<file path="src/rtl/axi_dma_cmd_arbiter_if.sv">
`default_nettype none
// ============================================================================
//  Module   : axi_dma_cmd_arbiter_if
//  Function : Requester and DMA command bundle around the command arbiter.
//  Revision : 1.0  initial release
// ============================================================================
interface axi_dma_cmd_arbiter_if #(
    parameter int NUM_REQ = 4,
    parameter int ADDR_WD = 32,
    parameter int LEN_WD  = 32,
    parameter int ID_WD   = $clog2(NUM_REQ)
);
    logic [NUM_REQ-1:0]         req_valid;
    logic [NUM_REQ*ADDR_WD-1:0] req_src_addr;
    logic [NUM_REQ*ADDR_WD-1:0] req_dst_addr;
    logic [NUM_REQ*2-1:0]       req_burst;
    logic [NUM_REQ*LEN_WD-1:0]  req_len;
    logic [NUM_REQ*3-1:0]       req_size;
    logic [NUM_REQ-1:0]         req_ready;

    logic                       cmd_valid;
    logic [ADDR_WD-1:0]         cmd_src_addr;
    logic [ADDR_WD-1:0]         cmd_dst_addr;
    logic [1:0]                 cmd_burst;
    logic [LEN_WD-1:0]          cmd_len;
    logic [2:0]                 cmd_size;
    logic [ID_WD-1:0]           cmd_id;
    logic                       cmd_ready;

    modport master (
        output req_valid, req_src_addr, req_dst_addr, req_burst, req_len, req_size,
        output cmd_ready,
        input  req_ready,
        input  cmd_valid, cmd_src_addr, cmd_dst_addr, cmd_burst, cmd_len, cmd_size, cmd_id
    );

    modport slave (
        input  req_valid, req_src_addr, req_dst_addr, req_burst, req_len, req_size,
        input  cmd_ready,
        output req_ready,
        output cmd_valid, cmd_src_addr, cmd_dst_addr, cmd_burst, cmd_len, cmd_size, cmd_id
    );
endinterface
`default_nettype wire

</file>
<file path="src/rtl/axi_dma_cmd_arbiter.sv">
`default_nettype none
// ============================================================================
//  Module   : axi_dma_cmd_arbiter
//  Function : Round-robin share of one registered DMA command slot; drops
//             zero-length commands locally and tags commands with the winner.
//  Revision : 1.0  initial release
// ============================================================================
module axi_dma_cmd_arbiter #(
    parameter  int NUM_REQ = 4,
    parameter  int ADDR_WD = 32,
    parameter  int LEN_WD  = 32,
    localparam int ID_WD   = $clog2(NUM_REQ)
) (
    input  wire logic              clk,
    input  wire logic              rst,
    axi_dma_cmd_arbiter_if.slave   bus,
    output logic                   drop_pulse,
    output logic                   busy
);
    localparam logic [0:0] c_EMPTY = 1'b0;
    localparam logic [0:0] c_FULL  = 1'b1;

    logic [0:0]         r_state;
    logic [0:0]         w_next_state;
    logic [ID_WD-1:0]   r_last_ptr;
    logic [ID_WD-1:0]   r_id;
    logic [ADDR_WD-1:0] r_src;
    logic [ADDR_WD-1:0] r_dst;
    logic [LEN_WD-1:0]  r_len;
    logic [1:0]         r_burst;
    logic [2:0]         r_size;
    logic               r_drop;

    logic               w_load_en;
    logic               w_found;
    logic [ID_WD-1:0]   w_gnt_id;
    logic               w_grant;
    logic               w_zero_len;
    logic               w_load;
    logic               w_cmd_valid;
    logic               w_busy;

    logic [ADDR_WD-1:0] w_src   [NUM_REQ];
    logic [ADDR_WD-1:0] w_dst   [NUM_REQ];
    logic [LEN_WD-1:0]  w_len   [NUM_REQ];
    logic [1:0]         w_burst [NUM_REQ];
    logic [2:0]         w_size  [NUM_REQ];

    generate
        for (genvar i = 0; i < NUM_REQ; i++) begin : g_unpack
            assign w_src[i]   = bus.req_src_addr[i*ADDR_WD +: ADDR_WD];
            assign w_dst[i]   = bus.req_dst_addr[i*ADDR_WD +: ADDR_WD];
            assign w_len[i]   = bus.req_len[i*LEN_WD +: LEN_WD];
            assign w_burst[i] = bus.req_burst[i*2 +: 2];
            assign w_size[i]  = bus.req_size[i*3 +: 3];
        end
    endgenerate

    assign w_load_en = (r_state == c_EMPTY) || bus.cmd_ready;

    // Search starts one past the last winner; modulo keeps non-power-of-two counts in range.
    always_comb begin : p_arbiter
        logic [ID_WD-1:0] v_idx;
        v_idx    = '0;
        w_found  = 1'b0;
        w_gnt_id = '0;
        for (int k = 1; k <= NUM_REQ; k++) begin
            v_idx = ID_WD'((int'(r_last_ptr) + k) % NUM_REQ);
            if (!w_found && bus.req_valid[v_idx]) begin
                w_found  = 1'b1;
                w_gnt_id = v_idx;
            end
        end
    end

    assign w_grant       = w_found && w_load_en && !rst;
    assign w_zero_len    = (w_len[w_gnt_id] == '0);
    assign w_load        = w_grant && !w_zero_len;
    assign bus.req_ready = w_grant ? (NUM_REQ'(1) << w_gnt_id) : '0;

    always_ff @(posedge clk) begin : p_state_reg
        if (rst) begin
            r_state <= c_EMPTY;
        end else begin
            r_state <= w_next_state;
        end
    end

    always_comb begin : p_next_state
        w_next_state = r_state;
        case (r_state)
            c_EMPTY: if (w_load) w_next_state = c_FULL;
            c_FULL:  if (bus.cmd_ready && !w_load) w_next_state = c_EMPTY;
            default: w_next_state = c_EMPTY;
        endcase
    end

    always_comb begin : p_outputs
        w_cmd_valid = (r_state == c_FULL);
        w_busy      = (|bus.req_valid) || (r_state == c_FULL);
    end

    always_ff @(posedge clk) begin : p_datapath
        if (rst) begin
            r_last_ptr <= ID_WD'(NUM_REQ - 1);
            r_id       <= '0;
            r_src      <= '0;
            r_dst      <= '0;
            r_len      <= '0;
            r_burst    <= 2'b01;
            r_size     <= '0;
            r_drop     <= 1'b0;
        end else begin
            r_drop <= w_grant && w_zero_len;
            if (w_grant) begin
                r_last_ptr <= w_gnt_id;
            end
            if (w_load) begin
                r_id    <= w_gnt_id;
                r_src   <= w_src[w_gnt_id];
                r_dst   <= w_dst[w_gnt_id];
                r_len   <= w_len[w_gnt_id];
                r_burst <= w_burst[w_gnt_id];
                r_size  <= w_size[w_gnt_id];
            end
        end
    end

    assign bus.cmd_valid    = w_cmd_valid;
    assign bus.cmd_src_addr = r_src;
    assign bus.cmd_dst_addr = r_dst;
    assign bus.cmd_burst    = r_burst;
    assign bus.cmd_len      = r_len;
    assign bus.cmd_size     = r_size;
    assign bus.cmd_id       = r_id;
    assign drop_pulse       = r_drop;
    assign busy             = w_busy;
endmodule
`default_nettype wire

</file>
<file path="src/flat_wrapper.sv">
// flat-port wrapper written by rule: the top's interface ports become plain ports
module axi_dma_cmd_arbiter_flat 
#(
    parameter  int NUM_REQ = 4,
    parameter  int ADDR_WD = 32,
    parameter  int LEN_WD  = 32,
    localparam int ID_WD   = $clog2(NUM_REQ)
)
  (clk, rst, drop_pulse, busy, bus_req_valid, bus_req_src_addr, bus_req_dst_addr, bus_req_burst, bus_req_len, bus_req_size, bus_cmd_ready, bus_req_ready, bus_cmd_valid, bus_cmd_src_addr, bus_cmd_dst_addr, bus_cmd_burst, bus_cmd_len, bus_cmd_size, bus_cmd_id);
  axi_dma_cmd_arbiter_if #(.NUM_REQ(NUM_REQ), .ADDR_WD(ADDR_WD), .LEN_WD(LEN_WD)) bus_i ();
  input  wire logic clk;
  input  wire logic rst;
  output logic drop_pulse;
  output logic busy;
  input wire logic [$bits(bus_i.req_valid)-1:0] bus_req_valid;
  input wire logic [$bits(bus_i.req_src_addr)-1:0] bus_req_src_addr;
  input wire logic [$bits(bus_i.req_dst_addr)-1:0] bus_req_dst_addr;
  input wire logic [$bits(bus_i.req_burst)-1:0] bus_req_burst;
  input wire logic [$bits(bus_i.req_len)-1:0] bus_req_len;
  input wire logic [$bits(bus_i.req_size)-1:0] bus_req_size;
  input wire logic [$bits(bus_i.cmd_ready)-1:0] bus_cmd_ready;
  output wire logic [$bits(bus_i.req_ready)-1:0] bus_req_ready;
  output wire logic [$bits(bus_i.cmd_valid)-1:0] bus_cmd_valid;
  output wire logic [$bits(bus_i.cmd_src_addr)-1:0] bus_cmd_src_addr;
  output wire logic [$bits(bus_i.cmd_dst_addr)-1:0] bus_cmd_dst_addr;
  output wire logic [$bits(bus_i.cmd_burst)-1:0] bus_cmd_burst;
  output wire logic [$bits(bus_i.cmd_len)-1:0] bus_cmd_len;
  output wire logic [$bits(bus_i.cmd_size)-1:0] bus_cmd_size;
  output wire logic [$bits(bus_i.cmd_id)-1:0] bus_cmd_id;
  assign bus_i.req_valid = bus_req_valid;
  assign bus_i.req_src_addr = bus_req_src_addr;
  assign bus_i.req_dst_addr = bus_req_dst_addr;
  assign bus_i.req_burst = bus_req_burst;
  assign bus_i.req_len = bus_req_len;
  assign bus_i.req_size = bus_req_size;
  assign bus_i.cmd_ready = bus_cmd_ready;
  assign bus_req_ready = bus_i.req_ready;
  assign bus_cmd_valid = bus_i.cmd_valid;
  assign bus_cmd_src_addr = bus_i.cmd_src_addr;
  assign bus_cmd_dst_addr = bus_i.cmd_dst_addr;
  assign bus_cmd_burst = bus_i.cmd_burst;
  assign bus_cmd_len = bus_i.cmd_len;
  assign bus_cmd_size = bus_i.cmd_size;
  assign bus_cmd_id = bus_i.cmd_id;
  axi_dma_cmd_arbiter #(.NUM_REQ(NUM_REQ), .ADDR_WD(ADDR_WD), .LEN_WD(LEN_WD)) u_core (.clk(clk), .rst(rst), .bus(bus_i), .drop_pulse(drop_pulse), .busy(busy));
endmodule
</file>
<file path="config.mk">
export PLATFORM = sky130hd
export DESIGN_NAME = axi_dma_cmd_arbiter_flat
export DESIGN_NICKNAME = d
export VERILOG_FILES = /design/src/rtl/axi_dma_cmd_arbiter_if.sv /design/src/rtl/axi_dma_cmd_arbiter.sv /design/src/flat_wrapper.sv
export SDC_FILE = /design/constraint.sdc
export NUM_CORES = 1
export LEC_CHECK = 0
export ABC_AREA = 1
export CORE_AREA = 2 2 205 207
export CTS_BUF_LIST = sky130_fd_sc_hd__clkbuf_4
export DETAILED_ROUTE_END_ITERATION = 8
export DIE_AREA = 0 0 207 209
export GPL_TIMING_DRIVEN = 1
export PLACE_DENSITY_LB_ADDON = 0.1
export SLEW_MARGIN = 20
export SYNTH_ARGS = -nofsm -noshare
export SYNTH_HDL_FRONTEND = slang
export SYNTH_SLANG_ARGS = --single-unit
</file>
<file path="constraint.sdc">
create_clock -name clk -period 6.4 [get_ports clk]
set_input_delay 1.28 -clock clk [delete_from_list [all_inputs] [get_ports clk]]
set_output_delay 1.28 -clock clk [all_outputs]
set_load 0.005 [all_outputs]
</file>
; After elaboration in Yosys (flattened, before gate mapping)
; Cells that the tools add are included.
[op_classes]
addsub = 4
n_mul = 0
n_div = 0
order_cmp = 5
eq_ne = 0
shifts = 1
n_mux = 35
n_bitwise = 2
n_reduce_logical = 18
[ops]
columns = operator, n
row1 = binary-select mux 32 bit (select 2 bit), 3
row2 = 2-to-1 mux 32 bit, 6
row3 = logical NOT 32 bit, 1
row4 = "< comparator 2 x 3 -> 1 bit, second input constant", 4
row5 = 2-to-1 mux 2 bit, 6
row6 = 2-to-1 mux 1 bit, 10
row7 = binary-select mux 1 bit (select 2 bit), 4
row8 = logical AND 1 bit, 8
row9 = binary-select mux 3 bit (select 2 bit), 1
row10 = logical NOT 1 bit, 6
row11 = 2-to-1 mux 3 bit, 2
row12 = "adder 2 x 1 -> 2 bit, second input constant", 2
row13 = "adder 2 bit, second input constant", 2
row14 = binary-select mux 2 bit (select 2 bit), 1
row15 = 2-to-1 mux 4 bit, 1
row16 = OR reduction 4 bit, 1
row17 = "left shift 1 x 2 -> 4 bit, first input constant", 1
row18 = "greater-or-equal comparator 3 bit, second input constant", 1
row19 = inverter 2 -> 3 bit, 1
row20 = logical OR 1 bit, 2
row21 = case mux 1 bit (2 select lines), 1
row22 = inverter 1 bit, 1
[totals]
ff_bits = 107
latchBits = 0
ram_bits = 0
romBits = 0
in_bits = 411
wordCells = 74
memories = 0

; Longest topological paths before layout
; Gate-level depths: netlist of the first run.
[logic_depth]
ltp_word = 24
ltp_mapped = 26
mapped_depth_nobuf = 22

; Worst setup path after synthesis of the first run
; Ideal clock, no wire load.
[synth_timing]
path_kind = input to output
from = input port bus_req_valid[3]
to = output port bus_req_ready[1]
t_arrival_ns = 2.964
path_slack_ns = 2.156
cell_stages = 9
n_path_buf = 3
path_cell_list = inv_1 nand3_1 clkbuf_1 nand3_1 inv_2 clkbuf_1 buf_1 nand2_1 nor2_1
[synth_via]
elab_chain_cells = 15
word_cells_on_any_way = 26
[synth_lines]
columns = element, line
row1 = "start, declared", flat_wrapper.sv:15  ; input wire logic [$bits(bus_i.req_valid)-1:0] bus_req_valid;
row2 = binary-select mux 1 bit (select 2 bit), axi_dma_cmd_arbiter.sv:69  ; if (!w_found && bus.req_valid[v_idx]) begin
row3 = 2-to-1 mux 1 bit (implied by the code), axi_dma_cmd_arbiter.sv:69
row4 = 2-to-1 mux 1 bit, axi_dma_cmd_arbiter.sv:69
row5 = logical NOT 1 bit, axi_dma_cmd_arbiter.sv:69
row6 = logical AND 1 bit, axi_dma_cmd_arbiter.sv:69
row7 = 2-to-1 mux 1 bit, axi_dma_cmd_arbiter.sv:69
row8 = logical NOT 1 bit, axi_dma_cmd_arbiter.sv:69
row9 = logical AND 1 bit, axi_dma_cmd_arbiter.sv:69
row10 = 2-to-1 mux 1 bit, axi_dma_cmd_arbiter.sv:69
row11 = logical NOT 1 bit, axi_dma_cmd_arbiter.sv:69
row12 = logical AND 1 bit, axi_dma_cmd_arbiter.sv:69
row13 = 2-to-1 mux 1 bit, axi_dma_cmd_arbiter.sv:69
row14 = logical AND 1 bit (2 in a row), axi_dma_cmd_arbiter.sv:76  ; assign w_grant = w_found && w_load_en && !rst;
row15 = 2-to-1 mux 4 bit (*), axi_dma_cmd_arbiter.sv:79  ; assign bus.req_ready = w_grant ? (NUM_REQ'(1) << w_gnt_id) : '0;
row16 = "end, declared", flat_wrapper.sv:22  ; output wire logic [$bits(bus_i.req_ready)-1:0] bus_req_ready;
; Every way passes the cells marked *; elsewhere a longest branch is shown, timed or not. The select of a mux whose other input is x is not followed.

; Worst setup path in the final report of the first run
; Same ends and word-level chain as after synthesis.

==> results of run 1 <==
[sequential cells by signal (all words and copies together) (netlist names)]
signal / flops
u_core.drop_pulse: 1
u_core.bus.cmd_valid: 1
u_core.bus.cmd_len: 32
u_core.bus.cmd_id: 2
u_core.bus.cmd_dst_addr: 32
u_core.bus.cmd_burst: 2
u_core.r_last_ptr: 2
u_core.bus.cmd_size: 3
u_core.bus.cmd_src_addr: 32
[stage by stage]
stage	total power, mW	cell area (um^2)	hold slack, ns	worst slack, ns
after floorplan	3.49	8030	0.452	2.16
after global placement	4.94	13500	0.449	0.999
after detailed placement	4.93	13500	0.446	0.917
after CTS	5.40	13700	0.488	1.24
after global routing	5.87	13700	0.513	1.03
final	5.32	13700	0.480	1.26
[cells in the final DEF (no fill, tap or decap)]
cell type / netlist / routed
nand2_8: 0 / 1
diode_2: 0 / 5
nand3_2: 2 / 2
bufinv_16: 0 / 2
or2_2: 1 / 1
nand4_1: 62 / 62
clkinv_2: 0 / 2
nor3_1: 2 / 2
nand2_2: 4 / 2
clkdlybuf4s50_1: 0 / 520
buf_12: 0 / 1
inv_1: 71 / 69
buf_16: 0 / 1
nor2_1: 151 / 151
o21ai_0: 6 / 6
nand3_1: 142 / 141
a31oi_1: 1 / 1
nand2_4: 0 / 1
inv_2: 3 / 2
nand2_1: 494 / 494
inv_6: 0 / 2
a32o_1: 68 / 68
a21oi_4: 1 / 1
clkbuf_4: 0 / 9
nand3_4: 0 / 1
o21bai_1: 1 / 1
buf_4: 7 / 15
clkinvlp_4: 0 / 2
a21oi_1: 139 / 139
inv_4: 1 / 3
dfxtp_1: 107 / 107
[cells in the mapped netlist]
master	count	area share, %
dfxtp_1	107	27
inv_4	1	0.078
nand4_1	62	4.8
buf_6	8	1.1
buf_4	7	0.65
nor3_1	2	0.12
a21oi_4	1	0.20
nor2_1	151	7.1
o21bai_1	1	0.094
a31oi_1	1	0.078
inv_1	71	3.3
clkbuf_1	64	3.0
o21ai_0	6	0.37
a32o_1	68	8.5
nand3_1	142	8.9
buf_2	22	1.4
buf_1	25	1.2
nand2_1	494	23
nand2_2	4	0.31
or2_2	1	0.078
inv_2	3	0.14
a21oi_1	139	8.7
nand3_2	2	0.25
[layer usage]
layer | vias up | track usage [%] | part of all wire (%)
met2 | 303 | 35.0 | 52
met3 | 20 | 5.58 | 6.5
met4 | 0 | 4.53 | 1.2
met5 | - | 0 | 0
li1 | 5444 | - | -
met1 | 4915 | 22.2 | 41
[cells by family (layout without fill, tap and decap cells)]
kind of cell / count (synthesis) / count (layout) / synth area share (%)
AND/OR/NAND/NOR: 858 / 858 / 44.6
AO/OA/AOI/OAI: 216 / 216 / 17.9
buffers and inverters: 201 / 628 / 10.8
flip-flops: 107 / 107 / 26.7
other: 0 / 5 / 0
[critical path: stages]
cell and delay, ns:
clkdlybuf4s50_1 0.50, nand2_1 0.08, nand3_1 0.10, nand2_1 0.11, nand2_1 0.13, nand2_1 0.07
nand2_2 0.09, nand3_4 0.23, inv_4 0.43, nand2_1 0.18, nor2_1 0.13, clkdlybuf4s50_1 0.52
[worst max path at each step]
stage	from	endpoint	slack (ns)	cells past startpoint
4_1_cts	bus_req_valid[3]	bus_req_ready[1]	1.24	12
3_3_place_gp	bus_req_valid[3]	u_core.bus.cmd_dst_addr[4]	1.0	21
2_1_floorplan	bus_req_valid[3]	bus_req_ready[1]	2.16	9
5_1_grt	bus_req_valid[3]	bus_req_ready[1]	1.03	12
6_report	bus_req_valid[3]	bus_req_ready[1]	1.26	12
3_5_place_dp	bus_req_valid[3]	u_core.bus.cmd_src_addr[10]	0.92	21
[cell type report]
class                   instances  area, um^2  area share [%]
well taps                     539         674            4.92
multi-input cells            1074        5050            36.9
inverters                      75         290            2.12
flip-flops and latches        107        2140            15.6
clock inverters                 7        97.6           0.712
diodes                          5        12.5          0.0913
repair buffers                537        5370            39.2
clock buffers                   9        67.6           0.493
[where the power goes]
part / total [mW] / internal (mW) / switching (mW) / leakage, nW
Combinational: 3.97 / 1.59 / 2.38 / 4.79
Sequential: 0.919 / 0.824 / 0.0944 / 0.889
Clock: 0.433 / 0.160 / 0.273 / 0.0830
==> results.toml, run 1 <==
[run_status]
run_status = "finished, final reports clean"

[grt]
antenna_found_initial = 7
grt_pass1_vias = 10500
grt_usage_pct = 19.3
grt_pass1_wl_um = 64500
grt_max_degree = 106
grt-ovfl-total = 0

[routing]
viasPerCell = 4.54
via_count = 10700
post_drt_wl_per_cell_um = 18.4
wl_um = 43300
route.detailed.drc = 0
drt_iter0_drc = 656
ant_nets = 0
drt_first_pass_iters = 5

[critical_path]
cp.arrival_ns = 3.86
r2r_cells = 22
critPathKind = "in -> out"
worstSetupEndpointType = "primary output"
cp.required_ns = 5.12
start_kind = "input port"
r2r_start = "u_core.r_last_ptr[0]"
r2r_setup_slack_ns = 2.08
critPathMaxFanout = 35
r2r_end = "u_core.bus.cmd_src_addr[10]"

[place]
port_buffers = 520
finalWeightedCongestion = 0.824
dp_cells = 2331
dp_hpwl_um = 32400

[hold_path]
hold_path.class = "reg -> reg"
min_from = "u_core.bus.cmd_burst[0]"
holdPathStages = 2
hold_end = "u_core.bus.cmd_burst[0]"

[clocking]
cts.htree.levels = 3
insertion_delay_ns = 0.56
cts_hold_buf = 0
clk_root_buffer_cell = "clkbuf_4"
clk_pin_slew_worst_paths_ns = 0.16
postCtsSetupBuffers = 0
cts_resized = 0
cts_buffers = 9
clock_sinks = 107
clockBufferDepth = 2
cts_tree = "done"

[yosys]
avgSynthCellArea_um2 = 5.81
synth_nets = 1793
synthCells = 1382
ys_seq_area_share_pct = 26.7
yosysUniqueCellTypes = 23
ys_warn_count = 0
synthesis.area_um2 = 8030
synth_seq_cells = 107

[power]
p_per_area_nw_per_um2 = 388
power_leakage_nw = 5.76
ir_drop_mv = 0.409

[floorplan]
die_height_um = 209
core_area_um2 = 41300
fp.dieW_um = 207
io_pins = 521
start_util_pct = 19.4
rows = 75
die-area_um2 = 43300

[finish]
drive_above_1_share_pct = 2.65
instances_no_fill = 2353
layout.nets = 2215
areaGrowthSynthToFinish_pct = 70.6
fillerInstances = 4692
fin_util_pct = 33.2

[timing]
worst_pin_slew_ns = 1.05
final_hold_viol_count = 0
fmax_mhz = 195
setup-tns-final_ns = 0
setup_viol = 0
post-route-period-util_pct = 80.3
period_needed_ns = 5.14
rsz0062_at_grt = "no"
maxSlewViolCount = 0
slew_headroom_pct = 29.9
fin_skew_ns = 0.0347

[flow_run]
maxCapViolCount = 0
Note: power is estimated with default switching activity, not from simulation.
==> run 2: changes to the inputs <==
Clock period 6.4 ns to 4.97 ns, I/O delays scaled along.
==> results.toml, run 2 (same netlist as run 1, synthesis figures left out) <==
[critical_path]
r2r_start = "u_core.r_last_ptr[0]"
start_kind = "input port"
cp.arrival_ns = 3.54
r2r_end = "u_core.bus.cmd_dst_addr[2]"
r2r_setup_slack_ns = 1.21
r2r_cells = 21
cp_cell_sequence = "clkdlybuf4s50_1, nand2_1, nand3_1, nand2_1, nand2_1, nand2_1, nand2_2, nand3_4, inv_4, nand2_1, nor2_1, clkdlybuf4s50_1"
cp_slowest_cell = "clkdlybuf4s50_1"
critPathMaxFanout = 37
cp.required_ns = 3.98
critical-path-max-stage-delay_ns = 0.51
worst_path_most_repeated_cell = "nand2_1"
critPathKind = "in -> out"
worstSetupEndpointType = "primary output"

[timing]
maxSlewViolCount = 0
slew_headroom_pct = 36.5
setup_viol = 0
period_needed_ns = 4.53
fin_skew_ns = 0.0164
worst_pin_slew_ns = 0.952
fmax_mhz = 221
post-route-period-util_pct = 91.2
setup-tns-final_ns = 0
final_hold_viol_count = 0
rsz0062_at_grt = "no"

[floorplan]
core_area_um2 = 41300
die_height_um = 209
start_util_pct = 19.4
rows = 75
die-area_um2 = 43300
fp.dieW_um = 207
io_pins = 521

[grt]
grt_max_degree = 143
grt-ovfl-total = 0
grt_usage_pct = 19.3
antenna_found_initial = 5
grt_pass1_vias = 10800
grt_pass1_wl_um = 64700

[clocking]
postCtsSetupBuffers = 0
insertion_delay_ns = 0.55
cts.htree.levels = 3
cts_hold_buf = 0
clockBufferDepth = 2
clk_pin_slew_worst_paths_ns = 0.18
cts_buffers = 9
clk_root_buffer_cell = "clkbuf_4"
cts_resized = 0
cts_tree = "done"
clock_sinks = 107

[routing]
drt_iter0_drc = 661
route.detailed.drc = 0
via_count = 10800
viasPerCell = 4.60
wl_um = 43400
drt_first_pass_iters = 7
post_drt_wl_per_cell_um = 18.4
ant_nets = 0

[flow_run]
maxCapViolCount = 0

[run_status]
run_status = "finished, final reports clean"

[place]
dp_cells = 2333
port_buffers = 520
dp_hpwl_um = 32200
finalWeightedCongestion = 0.868

[finish]
final_common_cell = "clkdlybuf4s50_1"
final_cell_mix = "520 x clkdlybuf4s50_1, 494 x nand2_1, 151 x nor2_1, 141 x nand3_1, 139 x a21oi_1"
instances_no_fill = 2354
fin_util_pct = 33.2
layout.nets = 2216
areaGrowthSynthToFinish_pct = 70.5
drive_above_1_share_pct = 2.65

[power]
p_total_mw = 6.77
power_leakage_nw = 5.75
p_per_area_nw_per_um2 = 494
ir_drop_mv = 0.320

[hold_path]
min_from = "u_core.bus.cmd_burst[0]"
hold_end = "u_core.bus.cmd_burst[0]"
holdPathStages = 2
hold_path.class = "reg -> reg"
## run 2: layer usage
| metal | GRT usage (%) | vias to the layer above | wire (um) |
|---|---|---|---|
| met5 | 0 | - | 13 |
| met4 | 5.15 | 2 | 636 |
| met3 | 5.11 | 30 | 2780 |
| met2 | 34.6 | 332 | 21900 |
| met1 | 22.5 | 5018 | 18000 |
| li1 | - | 5450 | - |
## run 2: worst max path at each step
stage	start	cells past startpoint	to
2_1_floorplan	bus_req_valid[3]	9	bus_req_ready[1]
3_3_place_gp	bus_req_valid[3]	20	u_core.bus.cmd_size[0]
3_5_place_dp	bus_req_valid[3]	12	bus_req_ready[1]
4_1_cts	bus_req_valid[3]	12	bus_req_ready[1]
5_1_grt	bus_req_valid[3]	12	bus_req_ready[1]
6_report	bus_req_valid[3]	12	bus_req_ready[1]
## run 2: final cells by class
| class | instances | area (um^2) |
|---|---|---|
| diodes | 5 | 12.5 |
| clock buffers | 9 | 67.6 |
| clock inverters | 7 | 51.3 |
| fillers | 4646 | 27600 |
| inverters | 75 | 290 |
| multi-input cells | 1074 | 5050 |
| flip-flops and latches | 107 | 2140 |
| well taps | 539 | 674 |
| repair buffers | 538 | 5410 |
## run 2: per-stage QoR
stage               hold WS, ns  cell area (um^2)  setup WS [ns]
finish                    0.483             13700          0.439
global route              0.518             13700          0.132
CTS                       0.493             13700          0.431
detailed placement        0.462             13600          0.423
global placement          0.442             13600          0.400
floorplan                 0.452              8030           1.30
## run 2: report_power, final
| group | internal [mW] | total, mW | switching (mW) |
|---|---|---|---|
| combinational | 2.06 | 5.11 | 3.06 |
| sequential | 1.06 | 1.19 | 0.128 |
| clock | 0.105 | 0.463 | 0.358 |
| total | 3.22 | 6.77 | 3.55 |
## run 2: critical path, delay by kind of cell
family	cells	cell delay, ns
buffers and inverters	3	1.35
and+or+nand+nor	9	1.18
==> run 3: changes to the inputs <==
Settings changed: GPL_ROUTABILITY_DRIVEN set to 0.
==> results of run 3 <==
Same layout as run 2: the final DEF is identical, and so are final timing and power.
